[src/rtl/sram_rd_arb.sv]
// sram_rd_arb: round-robin read arbiter in front of a two-port SRAM.
// NREQ requesters share the SRAM read port; results come back through a
// 2-entry {id, data} FIFO guarded by a credit check, so it never overflows.
// The write port is a straight pass-through from the single writer.
// Optional feature: define SRAM_RD_ARB_BYPASS_EN to forward same-cycle write
// data to a read of the same address instead of the SRAM output.
module sram_rd_arb #(
    parameter int unsigned NREQ  = 4,
    parameter int unsigned WADDR = 11,
    parameter int unsigned WWORD = 128
) (
    input  logic                      clk,
    input  logic                      rst,
    input  logic [NREQ-1:0]           req,
    input  logic [NREQ*WADDR-1:0]     addr,
    output logic [NREQ-1:0]           gnt,
    input  logic                      wr_en,
    input  logic [WADDR-1:0]          wr_addr,
    input  logic [WWORD-1:0]          wr_data,
    output logic                      sram_cena,
    output logic [WADDR-1:0]          sram_aa,
    input  logic [WWORD-1:0]          sram_qa,
    output logic                      sram_cenb,
    output logic [WADDR-1:0]          sram_ab,
    output logic [WWORD-1:0]          sram_db,
    output logic                      rvalid,
    output logic [$clog2(NREQ)-1:0]   rid,
    output logic [WWORD-1:0]          rdata,
    input  logic                      rready
);

    localparam int unsigned IdW = $clog2(NREQ);
    localparam logic [IdW:0]   NreqW   = NREQ[IdW:0];
    localparam logic [IdW-1:0] LastIdx = IdW'(NREQ - 1);

    logic [IdW-1:0]    rr_ptr_q, rr_ptr_d;
    logic [IdW-1:0]    win;
    logic              any_req;
    logic              credit;
    logic              issue;
    logic [WADDR-1:0]  sel_addr;
    logic [WADDR-1:0]  aa_q;
    logic              inflight_q;
    logic [IdW-1:0]    inflight_id_q;
    logic [IdW-1:0]    fifo_id_q   [2];
    logic [WWORD-1:0]  fifo_data_q [2];
    logic              wptr_q, rptr_q;
    logic [1:0]        count_q, count_d;
    logic              push, pop;
    logic [WWORD-1:0]  push_data;
    logic [2*NREQ-1:0] req_rot;
    logic [IdW:0]      win_sum;
    logic [2:0]        occ;

    // Write port is a plain pass-through.
    assign sram_cenb = ~wr_en;
    assign sram_ab   = wr_addr;
    assign sram_db   = wr_data;

    // Result FIFO handshake and credit: at most two results outstanding,
    // counting the one already in flight and any pop this cycle.
    assign rvalid = (count_q != 2'd0);
    assign pop    = rvalid & rready;
    assign push   = inflight_q;
    assign occ    = {1'b0, count_q} + {2'b00, inflight_q} - {2'b00, pop};
    assign credit = (occ < 3'd2);
    assign any_req = |req;
    assign issue  = any_req & credit & ~rst;

    // Round-robin search: rotate req so rr_ptr sits at bit 0, take the first set bit.
    always_comb begin
        logic found;
        logic [IdW-1:0] off;
        found   = 1'b0;
        off     = '0;
        req_rot = {req, req} >> rr_ptr_q;
        for (int i = 0; i < int'(NREQ); i++) begin
            if (!found && req_rot[i]) begin
                found = 1'b1;
                off   = IdW'(i);
            end
        end
        win_sum = {1'b0, rr_ptr_q} + {1'b0, off};
        if (win_sum >= NreqW) begin
            win_sum = win_sum - NreqW;
        end
        win = win_sum[IdW-1:0];
    end

    // Grant vector, winning address and read-port drive.
    always_comb begin
        sel_addr = '0;
        gnt      = '0;
        for (int i = 0; i < int'(NREQ); i++) begin
            if (win == IdW'(i)) begin
                sel_addr = addr[i*WADDR +: WADDR];
                gnt[i]   = issue;
            end
        end
        sram_cena = ~issue;
        sram_aa   = issue ? sel_addr : aa_q;
    end

    // Pointer advances past the winner only when something is issued.
    always_comb begin
        rr_ptr_d = rr_ptr_q;
        if (issue) begin
            rr_ptr_d = (win == LastIdx) ? '0 : win + 1'b1;
        end
    end

    // FIFO occupancy: push and pop together leave the count unchanged.
    always_comb begin
        count_d = count_q;
        unique case ({push, pop})
            2'b10:   count_d = count_q + 2'd1;
            2'b01:   count_d = count_q - 2'd1;
            default: count_d = count_q;
        endcase
    end

`ifdef SRAM_RD_ARB_BYPASS_EN
    logic             byp_hit_q;
    logic [WWORD-1:0] byp_data_q;

    // Capture a same-cycle write to the address being read; it wins over sram_qa.
    always_ff @(posedge clk) begin
        if (rst) begin
            byp_hit_q  <= 1'b0;
            byp_data_q <= '0;
        end else begin
            byp_hit_q  <= issue & wr_en & (wr_addr == sel_addr);
            byp_data_q <= wr_data;
        end
    end

    assign push_data = byp_hit_q ? byp_data_q : sram_qa;
`else
    assign push_data = sram_qa;
`endif

    // Arbiter pointer, held read address and in-flight tracking.
    always_ff @(posedge clk) begin
        if (rst) begin
            rr_ptr_q      <= '0;
            aa_q          <= '0;
            inflight_q    <= 1'b0;
            inflight_id_q <= '0;
        end else begin
            rr_ptr_q   <= rr_ptr_d;
            inflight_q <= issue;
            if (issue) begin
                aa_q          <= sel_addr;
                inflight_id_q <= win;
            end
        end
    end

    // Result FIFO storage and pointers; reset discards everything queued.
    always_ff @(posedge clk) begin
        if (rst) begin
            wptr_q  <= 1'b0;
            rptr_q  <= 1'b0;
            count_q <= 2'd0;
            for (int i = 0; i < 2; i++) begin
                fifo_id_q[i]   <= '0;
                fifo_data_q[i] <= '0;
            end
        end else begin
            count_q <= count_d;
            if (push) begin
                fifo_id_q[wptr_q]   <= inflight_id_q;
                fifo_data_q[wptr_q] <= push_data;
                wptr_q              <= ~wptr_q;
            end
            if (pop) begin
                rptr_q <= ~rptr_q;
            end
        end
    end

    // Head of FIFO drives the result; zero while empty.
    always_comb begin
        rid   = rvalid ? fifo_id_q[rptr_q]   : '0;
        rdata = rvalid ? fifo_data_q[rptr_q] : '0;
    end

    // Credit logic must make a push into a full FIFO unreachable.
    push_full_a: assert property (@(posedge clk) disable iff (rst) !(push && (count_q == 2'd2)));

endmodule

[config.mk]
export PLATFORM = sky130hd
export DESIGN_NAME = sram_rd_arb
export DESIGN_NICKNAME = d
export VERILOG_FILES = /design/src/rtl/sram_rd_arb.sv
export SDC_FILE = /design/constraint.sdc
export NUM_CORES = 1
export LEC_CHECK = 0
export ABC_AREA = 0
export CAP_MARGIN = 20
export CORE_AREA = 2 2 236 238
export DETAILED_ROUTE_END_ITERATION = 16
export DIE_AREA = 0 0 238 240
export MAX_ROUTING_LAYER = met4
export PLACE_DENSITY_LB_ADDON = 0.12
export SKIP_CTS_REPAIR_TIMING = 1
export SLEW_MARGIN = 5
export SYNTH_ARGS = -nofsm -noshare
export SYNTH_HDL_FRONTEND = slang
export SYNTH_SLANG_ARGS = --single-unit
[constraint.sdc]
create_clock -name clk -period 7.4 [get_ports clk]
set_input_delay 1.11 -clock clk [delete_from_list [all_inputs] [get_ports clk]]
set_output_delay 1.11 -clock clk [all_outputs]
set_load 0.01 [all_outputs]
==> flow_summary.yaml, run 1 <==
floorplan:
  num_rows: 86
  boundaryPins: 606
  die_h_um: 240
  die-width_um: 238
  start_util_pct: 25.6
clock_network:
  htreeDepth: 2
  numCtsBuffers: 36
  cts_buffer_depth: 3
  clockRootBuffer: "clkbuf_16"
  cts_sinks: 281
logic_synthesis:
  synth_edf_count: 260
  synth_nets: 1485
  synth_flop_cell: "edfxtp_1"
  syn-cell-area_um2: 14000
  yosysSeqAreaShare_pct: 58.9
  synth_cell_types: 41
  ys_warn_count: 0
  syn_avg_cell_area_um2: 12.1
  synth_seq_cells: 281
  async_reset_ff_share_pct: 0
  syn_inst: 1158
global_routing:
  grt_first_pass_wirelength_um: 55800
  grt_use_total_pct: 13.2
  antenna_found_initial: 5
  grt_max_degree: 131
  overflow: 0
  grt_pass1_vias: 8906
run_status:
  status: "aborted with a tool error"
  haltStage: "detailed routing"
  stop_error: "[ERROR DRT-0255] Maze Route cannot find path of net wr_data[38] in worker of routeBox ( 193200 96600 ) ( 238000 144900 )."
placed_design:
  place_congestion: 0.742
  portBuffers: 327
  dp.cells: 1992
  pre_cts_ws_ns: 0.825
  dpl.hpwl_um: 22700
-- routing by layer --
layer / track usage, %
met1: 15.8
met2: 20.1
met3: 5.63
met4: 4.60
met5: -
-- synth_stat cells, types with 3 or more instances --
| library cell | number | area (um2) |
|---|---|---|
| inv_1 | 9 | 33.8 |
| and2_1 | 264 | 1650 |
| mux2i_1 | 130 | 1300 |
| a21oi_1 | 7 | 35.0 |
| buf_2 | 19 | 95.1 |
| a221oi_1 | 10 | 87.6 |
| xnor2_1 | 6 | 52.6 |
| edfxtp_1 | 260 | 7810 |
| o21ai_0 | 3 | 15.0 |
| nand2_1 | 15 | 56.3 |
| o2111ai_1 | 3 | 26.3 |
| nor2_1 | 144 | 541 |
| nor2b_1 | 23 | 144 |
| o21a_1 | 10 | 75.1 |
| dfxtp_1 | 21 | 420 |
| o311ai_1 | 8 | 70.1 |
| ha_1 | 7 | 87.6 |
| clkbuf_1 | 51 | 191 |
| or3_1 | 3 | 18.8 |
| buf_4 | 139 | 1040 |
-- cells by family after synthesis --
| family | Yosys count | share of synthesized area [%] |
|---|---|---|
| AOI/OAI and AO/OA | 50 | 2.72 |
| xor gates and xnor gates | 8 | 0.501 |
| adders and majority gates | 8 | 0.770 |
| buffers and inverters | 220 | 9.86 |
| DFF | 281 | 58.9 |
| muxes | 130 | 9.31 |
| and+or+nand+nor | 461 | 18.0 |
-- stage by stage --
step	area [um2]	hold WS, ns
detailed placement	17000	0.469
floorplan	14000	0.440
CTS	18000	0.476
global placement	17000	0.479
global route	18100	0.490
==> run 2: changes to the inputs <==
- CORE_AREA: 2 2 236 238 -> not set
- CORE_UTILIZATION: not set -> 25
- DIE_AREA: 0 0 238 240 -> not set
- MAX_ROUTING_LAYER: met4 -> not set
- PLACE_DENSITY_LB_ADDON: 0.12 -> 0.15
- clock period: 7.4 -> 9.62 ns (I/O delays scaled with it)
==> flow_summary.yaml, run 2 <==
global_routing:
  grt_max_degree: 83
  grt_use_total_pct: 13.2
  grtUsageMet2_pct: 21.2
  grt_pass1_vias: 9135
  grt_first_pass_wirelength_um: 57000
  overflow: 0
  gr-usage-met1_pct: 16.0
  gr-usage-met3_pct: 5.53
  antenna_found_initial: 4
  grt_busiest_layer: "met2"
routing:
  vias: 8817
  viasPerCell: 4.20
  drc: 0
  routed_wl_um: 38300
  routedWlPerCell_um: 18.2
  ant_nets: 0
  drtPass1Iterations: 4
  drt_iter0_markers: 299
setup_path:
  r2r_end: "aa_q[0]$_SDFF_PP0_"
  cp_max_fo: 14
  rr_startpoint: "rr_ptr_q[0]$_SDFFE_PP0P_"
  reg2reg_depth: 12
  endpoint: "sram_aa[0]"
  worst_setup_path_start_kind: "input pin"
  crit_path_end_kind: "output port"
  critPathArrivalTime_ns: 5.81
  crit_path_start: "req[1]"
  critPathRequiredTime_ns: 8.18
  path_class: "in2out"
  rrSetupSlack_ns: 5.77
timing:
  finalHoldViolCount: 0
  min_period_ns: 7.25
  tns_ns: 0
  rsz0062_at_grt: "false"
  setup_viol_count_final: 0
  clock.fmax_ghz: 0.138
  finalMaxSlewViolations: 0
  timing.final.crit_share_pct: 75.4
  max-slew-margin-rel_pct: 34.4
  worstMarginPinSlew_ns: 0.984
  finClkSkew_ns: 0.0160
power_and_ir_drop:
  irDropWorstVdd_mv: 0.166
  p_leak_nw: 6.30
  pwr_density_cell_nw_per_um2: 265
final_layout:
  final-seq-area_um2: 8230
  layout-drive-gt1-share_pct: 5.19
  syn_to_final_growth_pct: 29.3
  most-common-layout-cells: "327 x clkdlybuf4s50_1, 264 x and2_1, 260 x edfxtp_1, 143 x nor2_1, 130 x mux2i_1"
  largest_reg_flops: 256
  final_common_cell: "clkdlybuf4s50_1"
  layout.nets: 1654
  top_register: "fifo_data_q"
  multi_input_area_um2: 4410
  fillers: 5522
  largestRegisters: "fifo_data_q (256), aa_q (11), fifo_id_q (4)"
  final_util_pct: 32.8
logic_synthesis:
  syn_avg_cell_area_um2: 12.1
  synthTopCellsByCount: "264 x and2_1, 260 x edfxtp_1, 144 x nor2_1"
  synth_top_area_share_pct: 55.8
  syn-cell-area_um2: 14000
  synth_edf_count: 260
  ys_top_cells_by_area: "edfxtp_1 56%, and2_1 12%, mux2i_1 9.3%"
  synth_cell_types: 41
  async_reset_ff_share_pct: 0
  post-synth-top-count-cell: "and2_1"
  syn_inst: 1158
  synth_nets: 1485
  synth_seq_cells: 281
  yosysSeqAreaShare_pct: 58.9
  ys_warn_count: 0
  synth_top_area_cell: "edfxtp_1"
  synth_flop_cell: "edfxtp_1"
clock_network:
  numCtsBuffers: 36
  cts_sinks: 281
  clock_latency_ns: 0.53
  cts_tree: "yes"
  htreeDepth: 2
  clockRootBuffer: "clkbuf_16"
  cts_buffer_depth: 3
  path_clk_slew_ns: 0.05
hold_path:
  hold_depth: 2
  hp-class: "reg2reg"
  holdCritStartpoint: "inflight_id_q[0]$_SDFFE_PP0P_"
placed_design:
  place_congestion: 0.730
  portBuffers: 327
  dpl.hpwl_um: 23000
floorplan:
  dieArea_um2: 56900
  boundaryPins: 606
  num_rows: 86
  start_util_pct: 25.3
  core_um2: 55200
  die_h_um: 238
  die-width_um: 238
flow_run:
  maxCapViolCount: 0
run_status:
  status: "finished clean"
run 2: cell counts after synthesis:
Identical to the previous run, type by type.
run 2: worst min-delay path by stage:
stage | end | slack, ns
2_1_floorplan | inflight_id_q[0]$_SDFFE_PP0P_ | 0.44
3_3_place_gp | inflight_id_q[0]$_SDFFE_PP0P_ | 0.48
3_5_place_dp | inflight_id_q[0]$_SDFFE_PP0P_ | 0.48
4_1_cts | inflight_id_q[0]$_SDFFE_PP0P_ | 0.49
5_1_grt | inflight_id_q[0]$_SDFFE_PP0P_ | 0.52
6_report | inflight_id_q[0]$_SDFFE_PP0P_ | 0.49
run 2: kinds of logic (layout without fill, tap and decap cells):
family	after synthesis	in the layout	share of synthesized area, %
compound gates	50	50	2.72
xor+xnor	8	8	0.501
fa+ha+maj	8	8	0.770
buf+inv	220	410	9.86
flops	281	281	58.9
mux	130	130	9.31
other cells	0	2	0
simple gates	461	461	18.0
run 2: per-layer routing:
| metal | share of wire (%) | routed length [um] |
|---|---|---|
| met1 | 42 | 16300 |
| met2 | 47 | 17800 |
| met3 | 8.7 | 3330 |
| met4 | 2.2 | 824 |
| met5 | 0.073 | 28 |
run 2: critical path, cell delays in order:
cell             delay [ns]
clkdlybuf4s50_1        0.62
nor2_1                 0.11
or4_1                  0.41
o2111ai_1              0.11
ha_1                   0.19
xnor2_1                0.22
xnor2_1                0.18
ha_1                   0.41
nor2b_1                0.70
a221oi_1               0.17
o311ai_0               0.48
o21a_1                 0.22
clkdlybuf4s50_1        0.54
run 2: layout make-up:
| cell class | instances | area share, % |
|---|---|---|
| Sequential cell | 281 | 45.5 |
| Tap cell | 748 | 5.18 |
| Clock inverter | 14 | 0.519 |
| Clock buffer | 45 | 5.40 |
| Inverter | 10 | 0.208 |
| Antenna cell | 2 | 0.0277 |
| Timing Repair Buffer | 341 | 18.8 |
| Multi-Input combinational cell | 657 | 24.4 |
run 2: metrics by stage:
step	setup slack, ns	total power, mW	hold WS [ns]	instance area [um2]	std cells
after global placement	2.42	3.61	0.475	17000	2036
after floorplan	2.57	2.86	0.440	14000	1158
after global routing	2.09	5.10	0.525	18100	2097
after detailed placement	2.31	3.62	0.480	17000	2036
after CTS	2.28	4.91	0.488	18100	2095
final	2.37	4.79	0.487	18100	2098
run 2: report_power, final:
part | switching, mW | internal (mW) | total (mW) | leakage [nW]
clock | 0.507 | 0.739 | 1.25 | 0.525
combinational | 0.950 | 0.841 | 1.79 | 2.88
sequential | 0.106 | 1.64 | 1.75 | 2.90
total | 1.56 | 3.22 | 4.79 | 6.30
Power figures use the tool's default switching activity.
